==> src/rtl/imem_fetch_unit.sv <==
// -----------------------------------------------------------------------------
// imem_fetch_unit
//   Instruction-fetch initiator. Drives the read address of a combinational
//   instruction memory from the fetch PC, captures the returned word, and
//   buffers {pc, instruction} pairs in a small prefetch FIFO. The FIFO head
//   is offered to decode through a valid/ready handshake. Branch/jump
//   redirects flush the FIFO and reload the fetch PC.
//
// Ports
//   clk            in   1   system clock, rising edge
//   rst_n          in   1   asynchronous active-low reset
//   fetch_en       in   1   allow new fetches into the FIFO
//   iaddr          out  32  instruction address to imem (= fetch PC)
//   idata          in   32  instruction word from imem (combinational)
//   redirect_valid in   1   branch/jump redirect request
//   redirect_pc    in   32  redirect target (low two bits ignored)
//   inst_valid     out  1   FIFO head valid
//   inst_ready     in   1   decode accepts the head
//   inst_data      out  32  instruction at FIFO head
//   inst_pc        out  32  PC of instruction at FIFO head
// -----------------------------------------------------------------------------
module imem_fetch_unit #(
  parameter logic [31:0] RESET_PC = 32'h0000_0000,
  parameter int          DEPTH    = 2
) (
  input  logic        clk,
  input  logic        rst_n,
  input  logic        fetch_en,
  output logic [31:0] iaddr,
  input  logic [31:0] idata,
  input  logic        redirect_valid,
  input  logic [31:0] redirect_pc,
  output logic        inst_valid,
  input  logic        inst_ready,
  output logic [31:0] inst_data,
  output logic [31:0] inst_pc
);

  localparam int PTR_W = (DEPTH > 1) ? $clog2(DEPTH) : 1;
  localparam int CNT_W = PTR_W + 1;

  logic [31:0]      pc;
  logic [31:0]      pc_mem   [DEPTH];
  logic [31:0]      data_mem [DEPTH];
  logic [PTR_W-1:0] wr_ptr;
  logic [PTR_W-1:0] rd_ptr;
  logic [CNT_W-1:0] count;
  logic             pop;
  logic             push;

  assign iaddr      = pc;
  assign inst_valid = (count != '0);
  assign inst_data  = data_mem[rd_ptr];
  assign inst_pc    = pc_mem[rd_ptr];

  assign pop  = inst_valid & inst_ready;
  // A full FIFO may still accept a push when the head leaves in the same cycle.
  assign push = fetch_en & ~redirect_valid & ((count < CNT_W'(DEPTH)) | pop);

  always_ff @(posedge clk or negedge rst_n) begin
    if (!rst_n) begin
      pc     <= RESET_PC;
      wr_ptr <= '0;
      rd_ptr <= '0;
      count  <= '0;
      for (int i = 0; i < DEPTH; i++) begin
        pc_mem[i]   <= '0;
        data_mem[i] <= '0;
      end
    end else if (redirect_valid) begin
      // Flush wins over all bookkeeping; a pop this cycle is simply dropped
      // along with the rest of the buffered entries.
      pc     <= {redirect_pc[31:2], 2'b00};
      wr_ptr <= '0;
      rd_ptr <= '0;
      count  <= '0;
    end else begin
      if (push) begin
        pc_mem[wr_ptr]   <= pc;
        data_mem[wr_ptr] <= idata;
        wr_ptr           <= wr_ptr + PTR_W'(1);
        pc               <= pc + 32'd4;
      end
      if (pop) begin
        rd_ptr <= rd_ptr + PTR_W'(1);
      end
      case ({push, pop})
        2'b10:   count <= count + CNT_W'(1);
        2'b01:   count <= count - CNT_W'(1);
        default: count <= count;
      endcase
    end
  end

endmodule

==> config.mk <==
export PLATFORM = sky130hd
export DESIGN_NAME = imem_fetch_unit
export DESIGN_NICKNAME = d
export VERILOG_FILES = /design/src/rtl/imem_fetch_unit.sv
export SDC_FILE = /design/constraint.sdc
export NUM_CORES = 1
export LEC_CHECK = 0
export ABC_CLOCK_PERIOD_IN_PS = 1700
export BUFFER_PORTS_ARGS = -buffer_cell sky130_fd_sc_hd__buf_2
export CORE_UTILIZATION = 49
export DETAILED_ROUTE_END_ITERATION = 10
export GPL_ROUTABILITY_DRIVEN = 0
export PLACE_DENSITY = 0.86
export SLEW_MARGIN = 25
export SYNTH_ARGS = -nofsm -noshare
export SYNTH_HDL_FRONTEND = slang
export SYNTH_SLANG_ARGS = --single-unit
==> constraint.sdc <==
create_clock -name clk -period 1.7 [get_ports clk]
set_input_delay 0.34 -clock clk [delete_from_list [all_inputs] [get_ports clk]]
set_output_delay 0.34 -clock clk [all_outputs]
set_load 0.01 [all_outputs]
==> flow_metrics.env, run 1 <==
export IMPL_status="finished, violations left"
export IMPL_violations="setup timing"
export IMPL_antenna_found_initial=1
export IMPL_syn_inst=604
export IMPL_floorplan_io_pins=166
export IMPL_syn_cell_area_sq_mm=0.00750
export IMPL_chip_height_um=126
export IMPL_holdWs_ns=0.126
export IMPL_fp_coreArea_sq_mm=0.0148
export IMPL_worst_r2r_setup_slack_ns=-0.03
export IMPL_p_leak_nw=4.88
export IMPL_power_clock_fraction=0.287
export IMPL_globalRouteOverflowTotal=0
export IMPL_routed_wl_um=21300
export IMPL_regToRegEndpoint="pc_mem[51]"
export IMPL_max_stage_delay_ns=0.39
export IMPL_cts_sinks=158
export IMPL_worst_setup_path_startpoint="rd_ptr"
export IMPL_clk_pin_slew_ns=0.06
export IMPL_pin_count_of_the_biggest_net_entering_global_routing=71
export IMPL_setup_worst_path_end="inst_data[5]"
export IMPL_hold_viol_final=0
export IMPL_synth_distinct_cells=49
export IMPL_power_share_switching=0.282
export IMPL_ant_nets=0
export IMPL_combinationalPowerShare=0.298
export IMPL_routed_via_count=6065
export IMPL_fmaxAchievable_mhz=509
export IMPL_seq_area_frac_synth=0.527
export IMPL_regArea_sq_mm=0.00396
export IMPL_crit_slowest_cell="sky130_fd_sc_hd__dfrtp_2"
export IMPL_intPower_mw=9.06
export IMPL_async_flop_share=1.00
export IMPL_first_global_vias=6044
export IMPL_fin_worst_skew_ns=0.00771
export IMPL_synth_seq_cells=158
export IMPL_ys_warnings_count=0
export IMPL_synth_enable_flop_cells=0
export IMPL_detail_route_vias_per_cell=5.85
export IMPL_critical_path_required_ns=1.36
export IMPL_finalNetCount=910
export IMPL_seqPwrFrac=0.416
export IMPL_crit_path_end_kind="output port"
export IMPL_max_cap_viol_count=0
export IMPL_wire_length_of_the_first_global_routing_pass_um=30700
export IMPL_min_period_over_period=1.15
export IMPL_postSynth_topFlopCell="sky130_fd_sc_hd__dfrtp_1"
export IMPL_grt_setup_unrepaired="yes"
export IMPL_r2r_start="count[1]"
export IMPL_cp_max_fo=13
export IMPL_path_category_of_the_worst_min_delay_check="in -> reg"
export IMPL_cts_root_to_sink_buffers=2
export IMPL_drt_first_pass_iters=5
export IMPL_post_route_drc_count=0
export IMPL_final_cell_area_sq_mm=0.0106
export IMPL_routed_wire_length_per_instance_um=20.6
export IMPL_tritoncts_clock_tree="done"
export IMPL_final_min_clock_period_ns=1.96
export IMPL_fillCellCount=959
export IMPL_hpwlAfterDp_um=12800
export IMPL_crit_path_start_kind="register"
export IMPL_grt_use_total=0.247
export IMPL_floorplan_die_width_um=126
export IMPL_drv_slew=0
export IMPL_drtIter0Drc=419
export IMPL_clock_root_buffer="sky130_fd_sc_hd__clkbuf_16"
export IMPL_cts_buffers_inserted=17
export IMPL_count_of_cells_along_the_worst_register_to_register_path=6
export IMPL_clock_insertion_delay_worst_skew_ns=0.42
export IMPL_power_density_cell_area_mw_per_mm2=1190
export IMPL_fp_row_count=44
export IMPL_port_buffer_count=159
export IMPL_design_die_area_sq_mm=0.0158
export IMPL_crit_type="reg -> out"
export IMPL_place_area_sq_mm=0.00917
export IMPL_fin_ws_ns=-0.263
export IMPL_power_switching_mw=3.56
export IMPL_syn_mean_instance_area_sq_um=12.4
export IMPL_area_of_combinational_cells_with_multiple_inputs_sq_mm=0.00375
export IMPL_areaGrowthSynthToFinish_pct=41.1
export IMPL_final_layout_size_suffix_gt1_frac=0.585
export IMPL_ir_drop_uv=745
export IMPL_start_util=0.509
export IMPL_critical_path_arrival_ns=1.62
export IMPL_setup_viol_count_final=93
export IMPL_cts_max_level=4
export IMPL_final_core_utilization=0.718
export IMPL_crit_chain="buf_12, clkbuf_16, mux2_2, buf_6"
==> stage by stage <==
stage,total power [mW],setup TNS [ns],setup WS [ns],std cells
2_1_floorplan,7.14,-5.20,-0.137,607
3_3_place_gp,8.21,-0.751,-0.0279,986
3_5_place_dp,8.37,-0.945,-0.0601,986
4_1_cts,12.1,-15.18,-0.290,1024
5_1_grt,13.2,-19.44,-0.288,1036
6_report,12.6,-13.98,-0.263,1037
==> per-layer routing <==
layer / routed length (um) / share of wire / global-route usage / vias to the layer above
li1: - / - / - / 2679
met5: 0 / 0 / 0 / -
met3: 1300 / 0.061 / 0.0650 / 42
met1: 8760 / 0.41 / 0.306 / 3108
met2: 10900 / 0.51 / 0.415 / 236
met4: 378 / 0.018 / 0.0900 / 0
==> power by group through the flow <==
stage | clock network (mW) | logic (mW) | registers [mW]
final | 3.62 | 3.76 | 5.24
after global routing | 3.85 | 4.01 | 5.35
after CTS | 3.68 | 3.25 | 5.19
after detailed placement | 0 | 3.11 | 5.25
after global placement | 0 | 3.02 | 5.18
after floorplan | 0 | 1.96 | 5.18
==> synthesized netlist by cell type (all sizes together) (5+ instances only) <==
master / n / area (sq um)
nor2: 21 / 78.8
a221o: 5 / 50.1
and3: 7 / 43.8
dfrtp: 158 / 3950
nor2b: 5 / 31.3
buf: 24 / 135
xor2: 5 / 43.8
nor3: 10 / 55.1
inv: 10 / 37.5
nand3: 21 / 105
o311ai: 9 / 78.8
nand4: 14 / 93.8
mux2: 179 / 2020
or2: 7 / 43.8
clkbuf: 17 / 63.8
o21ai: 19 / 95.1
nand2: 39 / 146
==> sequential cells by signal (all words and copies together) (netlist names) <==
register  cells
wr_ptr        1
pc_mem       60
rd_ptr        1
iaddr        30
data_mem     64
count         2
==> timing repair <==
action | in CTS | in global routing
hold buffers | 1 | 0
hold endpoints to repair | 34 | 0
gates resized for setup | 19 | 107
buffers inserted | 4 | 5
pin swaps | 6 | 10
cloned | 2 | 7
setup endpoints to repair | 76 | 149
==> kinds of logic after synthesis <==
kind of cell,share of synthesized area
AO/OA/AOI/OAI,0.0565
XOR/XNOR,0.0105
adder cells (fa/ha/maj),0.00167
buffers and inverters,0.0315
flip-flops,0.527
multiplexers,0.270
other,0.000500
AND/OR/NAND/NOR,0.102
==> cell usage in the layout (no fill, tap or decap), drive strengths merged, types with 5 or more instances in the layout <==
master	count
nand2	39
clkinvlp	5
o21ai	19
nor3	10
inv	11
o311ai	9
a221o	5
nor2	21
nor2b	5
xor2	5
and3	7
clkbuf	28
dfrtp	158
or2	7
nand4	14
buf	248
nand3	21
mux2	179
==> worst min-delay path by stage <==
stage,from,endpoint,slack [ns],cells after the start
after floorplan,rst_n,count[0],0.04,0
after global placement,rst_n,data_mem[38],0.27,1
after detailed placement,rst_n,data_mem[38],0.28,1
after CTS,redirect_pc[5],iaddr[5],0.11,3
after global routing,redirect_pc[5],iaddr[5],0.12,3
final,redirect_pc[5],iaddr[5],0.13,3
==> worst max-delay path: cells and delay by family (launching register included) <==
kind,cells,cell delay (ns)
mux,1,0.36
buf+inv,3,0.45
flops,1,0.39
==> area by class of cell <==
type / instances / area share
Clock inverter: 9 / 0.00816
Clock buffer: 22 / 0.0448
Sequential cell: 158 / 0.374
Timing Repair Buffer: 255 / 0.194
Multi-Input combinational cell: 398 / 0.354
Inverter: 10 / 0.00355
Tap cell: 184 / 0.0217
Antenna cell: 1 / 0.000236
No activity file was read; power rests on OpenSTA's default activity.
==> inputs of run 2 (changes only) <==
--- a/config.mk
+++ b/config.mk
@@ -7,7 +7,9 @@
 export LEC_CHECK = 0
 export ABC_CLOCK_PERIOD_IN_PS = 1700
 export BUFFER_PORTS_ARGS = -buffer_cell sky130_fd_sc_hd__buf_2
-export CORE_UTILIZATION = 49
+export CELL_PAD_IN_SITES_DETAIL_PLACEMENT = 0
+export CELL_PAD_IN_SITES_GLOBAL_PLACEMENT = 1
+export CORE_UTILIZATION = 39
 export DETAILED_ROUTE_END_ITERATION = 10
 export GPL_ROUTABILITY_DRIVEN = 0
 export PLACE_DENSITY = 0.86
==> run 2 against run 1 <==
Against the previous run:
- largest power group unchanged
- worst setup slack better by 0.011 ns
- via count fell by 6.5%
- critical path depth decreased by 1
- the run still ends with setup timing left
==> flow_metrics.env, run 2 (same netlist as run 1, synthesis figures left out) <==
export IMPL_status="finished, violations left"
export IMPL_violations="setup timing"
export IMPL_cts_buffers_inserted=17
export IMPL_areaGrowthSynthToFinish_pct=38.8
export IMPL_power_share_switching=0.268
export IMPL_power_density_cell_area_mw_per_mm2=1220
export IMPL_setup_viol_count_final=126
export IMPL_floorplan_io_pins=166
export IMPL_cp_max_fo=36
export IMPL_tritoncts_clock_tree="done"
export IMPL_drtIter0Drc=283
export IMPL_final_cell_area_sq_mm=0.0104
export IMPL_global_route_usage_met1=0.240
export IMPL_largest_register_ffs=64
export IMPL_routed_via_count=5669
export IMPL_min_period_over_period=1.15
export IMPL_max_cap_viol_count=0
export IMPL_p_total_mw=12.7
export IMPL_mostFrequentLayoutCell="sky130_fd_sc_hd__dfrtp_1"
export IMPL_fp_coreArea_sq_mm=0.0188
export IMPL_r2r_start="count[1]"
export IMPL_design_die_area_sq_mm=0.0198
export IMPL_hpwlAfterDp_um=12800
export IMPL_worstHoldEndpoint="iaddr[5]"
export IMPL_routed_wire_length_per_instance_um=17.9
export IMPL_detail_route_vias_per_cell=5.25
export IMPL_timing_hold_worst_start="redirect_pc[5]"
export IMPL_grt_use_total=0.188
export IMPL_top_register="data_mem"
export IMPL_fp_row_count=50
export IMPL_final_cell_mix="sky130_fd_sc_hd__dfrtp_1 (155), sky130_fd_sc_hd__buf_2 (153), sky130_fd_sc_hd__mux2_2 (111)"
export IMPL_clk_pin_slew_ns=0.06
export IMPL_critical_path_arrival_ns=1.61
export IMPL_drv_slew=0
export IMPL_port_buffer_count=159
export IMPL_routed_wl_um=19300
export IMPL_antenna_found_initial=1
export IMPL_critical_path_required_ns=1.36
export IMPL_first_global_vias=5583
export IMPL_intPower_mw=9.28
export IMPL_grt_setup_unrepaired="yes"
export IMPL_number_of_cells_on_the_worst_hold_path=3
export IMPL_power_clock_fraction=0.318
export IMPL_worst_r2r_setup_slack_ns=-0.11
export IMPL_final_min_clock_period_ns=1.95
export IMPL_start_util=0.400
export IMPL_final_layout_size_suffix_gt1_frac=0.573
export IMPL_globalRouteMet2Util=0.309
export IMPL_crit_path_end_kind="output port"
export IMPL_crit_type="reg -> out"
export IMPL_fin_worst_skew_ns=0.00924
export IMPL_ant_nets=0
export IMPL_groute_layer_met3_usage=0.0516
export IMPL_place_area_sq_mm=0.00919
export IMPL_floorplan_die_width_um=141
export IMPL_post_route_drc_count=0
export IMPL_p_leak_nw=4.80
export IMPL_count_of_cells_along_the_worst_register_to_register_path=7
export IMPL_clock_insertion_delay_worst_skew_ns=0.42
export IMPL_regToRegEndpoint="data_mem[43]"
export IMPL_drt_first_pass_iters=4
export IMPL_globalRouteOverflowTotal=0
export IMPL_chip_height_um=141
export IMPL_fmaxAchievable_mhz=512
export IMPL_finalNetCount=902
export IMPL_crit_path_start_kind="register"
export IMPL_grt_most_used_layer="met2"
export IMPL_hold_viol_final=0
export IMPL_pin_count_of_the_biggest_net_entering_global_routing=44
export IMPL_worst_setup_path_startpoint="rd_ptr"
export IMPL_cts_max_level=4
export IMPL_path_category_of_the_worst_min_delay_check="in -> reg"
export IMPL_clock_root_buffer="sky130_fd_sc_hd__clkbuf_16"
export IMPL_power_switching_mw=3.39
export IMPL_ir_drop_uv=806
export IMPL_cts_sinks=158
export IMPL_seqPwrFrac=0.411
export IMPL_fin_ws_ns=-0.253
export IMPL_wire_length_of_the_first_global_routing_pass_um=28800
export IMPL_combinationalPowerShare=0.272
export IMPL_cts_root_to_sink_buffers=2
-- run 2: metal layers --
layer,routed length (um),part of all wire,vias to the layer above
li1,-,-,2674
met1,8680,0.45,2832
met2,9380,0.49,147
met3,1010,0.052,16
met4,224,0.012,0
met5,0,0,-
-- run 2: worst max-delay path, cell delays in order (launching register included) --
cell and delay (ns):
sky130_fd_sc_hd__dfrtp_2 0.41, sky130_fd_sc_hd__buf_12 0.25, sky130_fd_sc_hd__mux2_2 0.37, sky130_fd_sc_hd__buf_2 0.15
-- run 2: what timing repair did --
action / in CTS / in global routing
setup buffers: 1 / 6
hold buffers: 1 / 0
pin swaps: 3 / 11
hold endpoints to repair: 25 / 0
setup endpoints to repair: 104 / 135
gates cloned: 0 / 7
gates resized for setup: 11 / 81
-- run 2: power by group through the flow --
stage | clock network [mW] | logic (mW) | registers, mW
2_1_floorplan | 0 | 1.96 | 5.18
3_3_place_gp | 0 | 3.04 | 5.20
3_5_place_dp | 0 | 3.10 | 5.24
4_1_cts | 4.11 | 3.16 | 5.18
5_1_grt | 4.26 | 3.73 | 5.31
6_report | 4.03 | 3.44 | 5.20
-- run 2: worst max-delay path by stage --
stage | to | cells after the start
after floorplan | iaddr[28] | 5
after global placement | iaddr[23] | 7
after detailed placement | iaddr[23] | 7
after CTS | inst_pc[20] | 3
after global routing | inst_data[17] | 3
final | inst_pc[22] | 3
-- run 2: through the flow --
step	cells	utilization	setup TNS [ns]	setup slack, ns	hold WS [ns]
6_report	1080	0.555	-17.74	-0.253	0.123
5_1_grt	1079	0.555	-25.18	-0.298	0.130
3_3_place_gp	1033	0.489	-1.67	-0.0682	0.258
3_5_place_dp	1033	0.489	-1.83	-0.0949	0.264
2_1_floorplan	607	-	-5.20	-0.137	0.0444
4_1_cts	1067	0.526	-14.80	-0.276	0.106
-- run 2: layout make-up --
cell class                 count  area [sq um]
antenna                        1          2.50
clock buffer                  22           464
tap                          234           293
sequential                   158          3960
timing repair buffer         247          1760
inverter                      10          37.5
fill                        1598          8360
multi-input combinational    398          3730
clock inverter                10           161
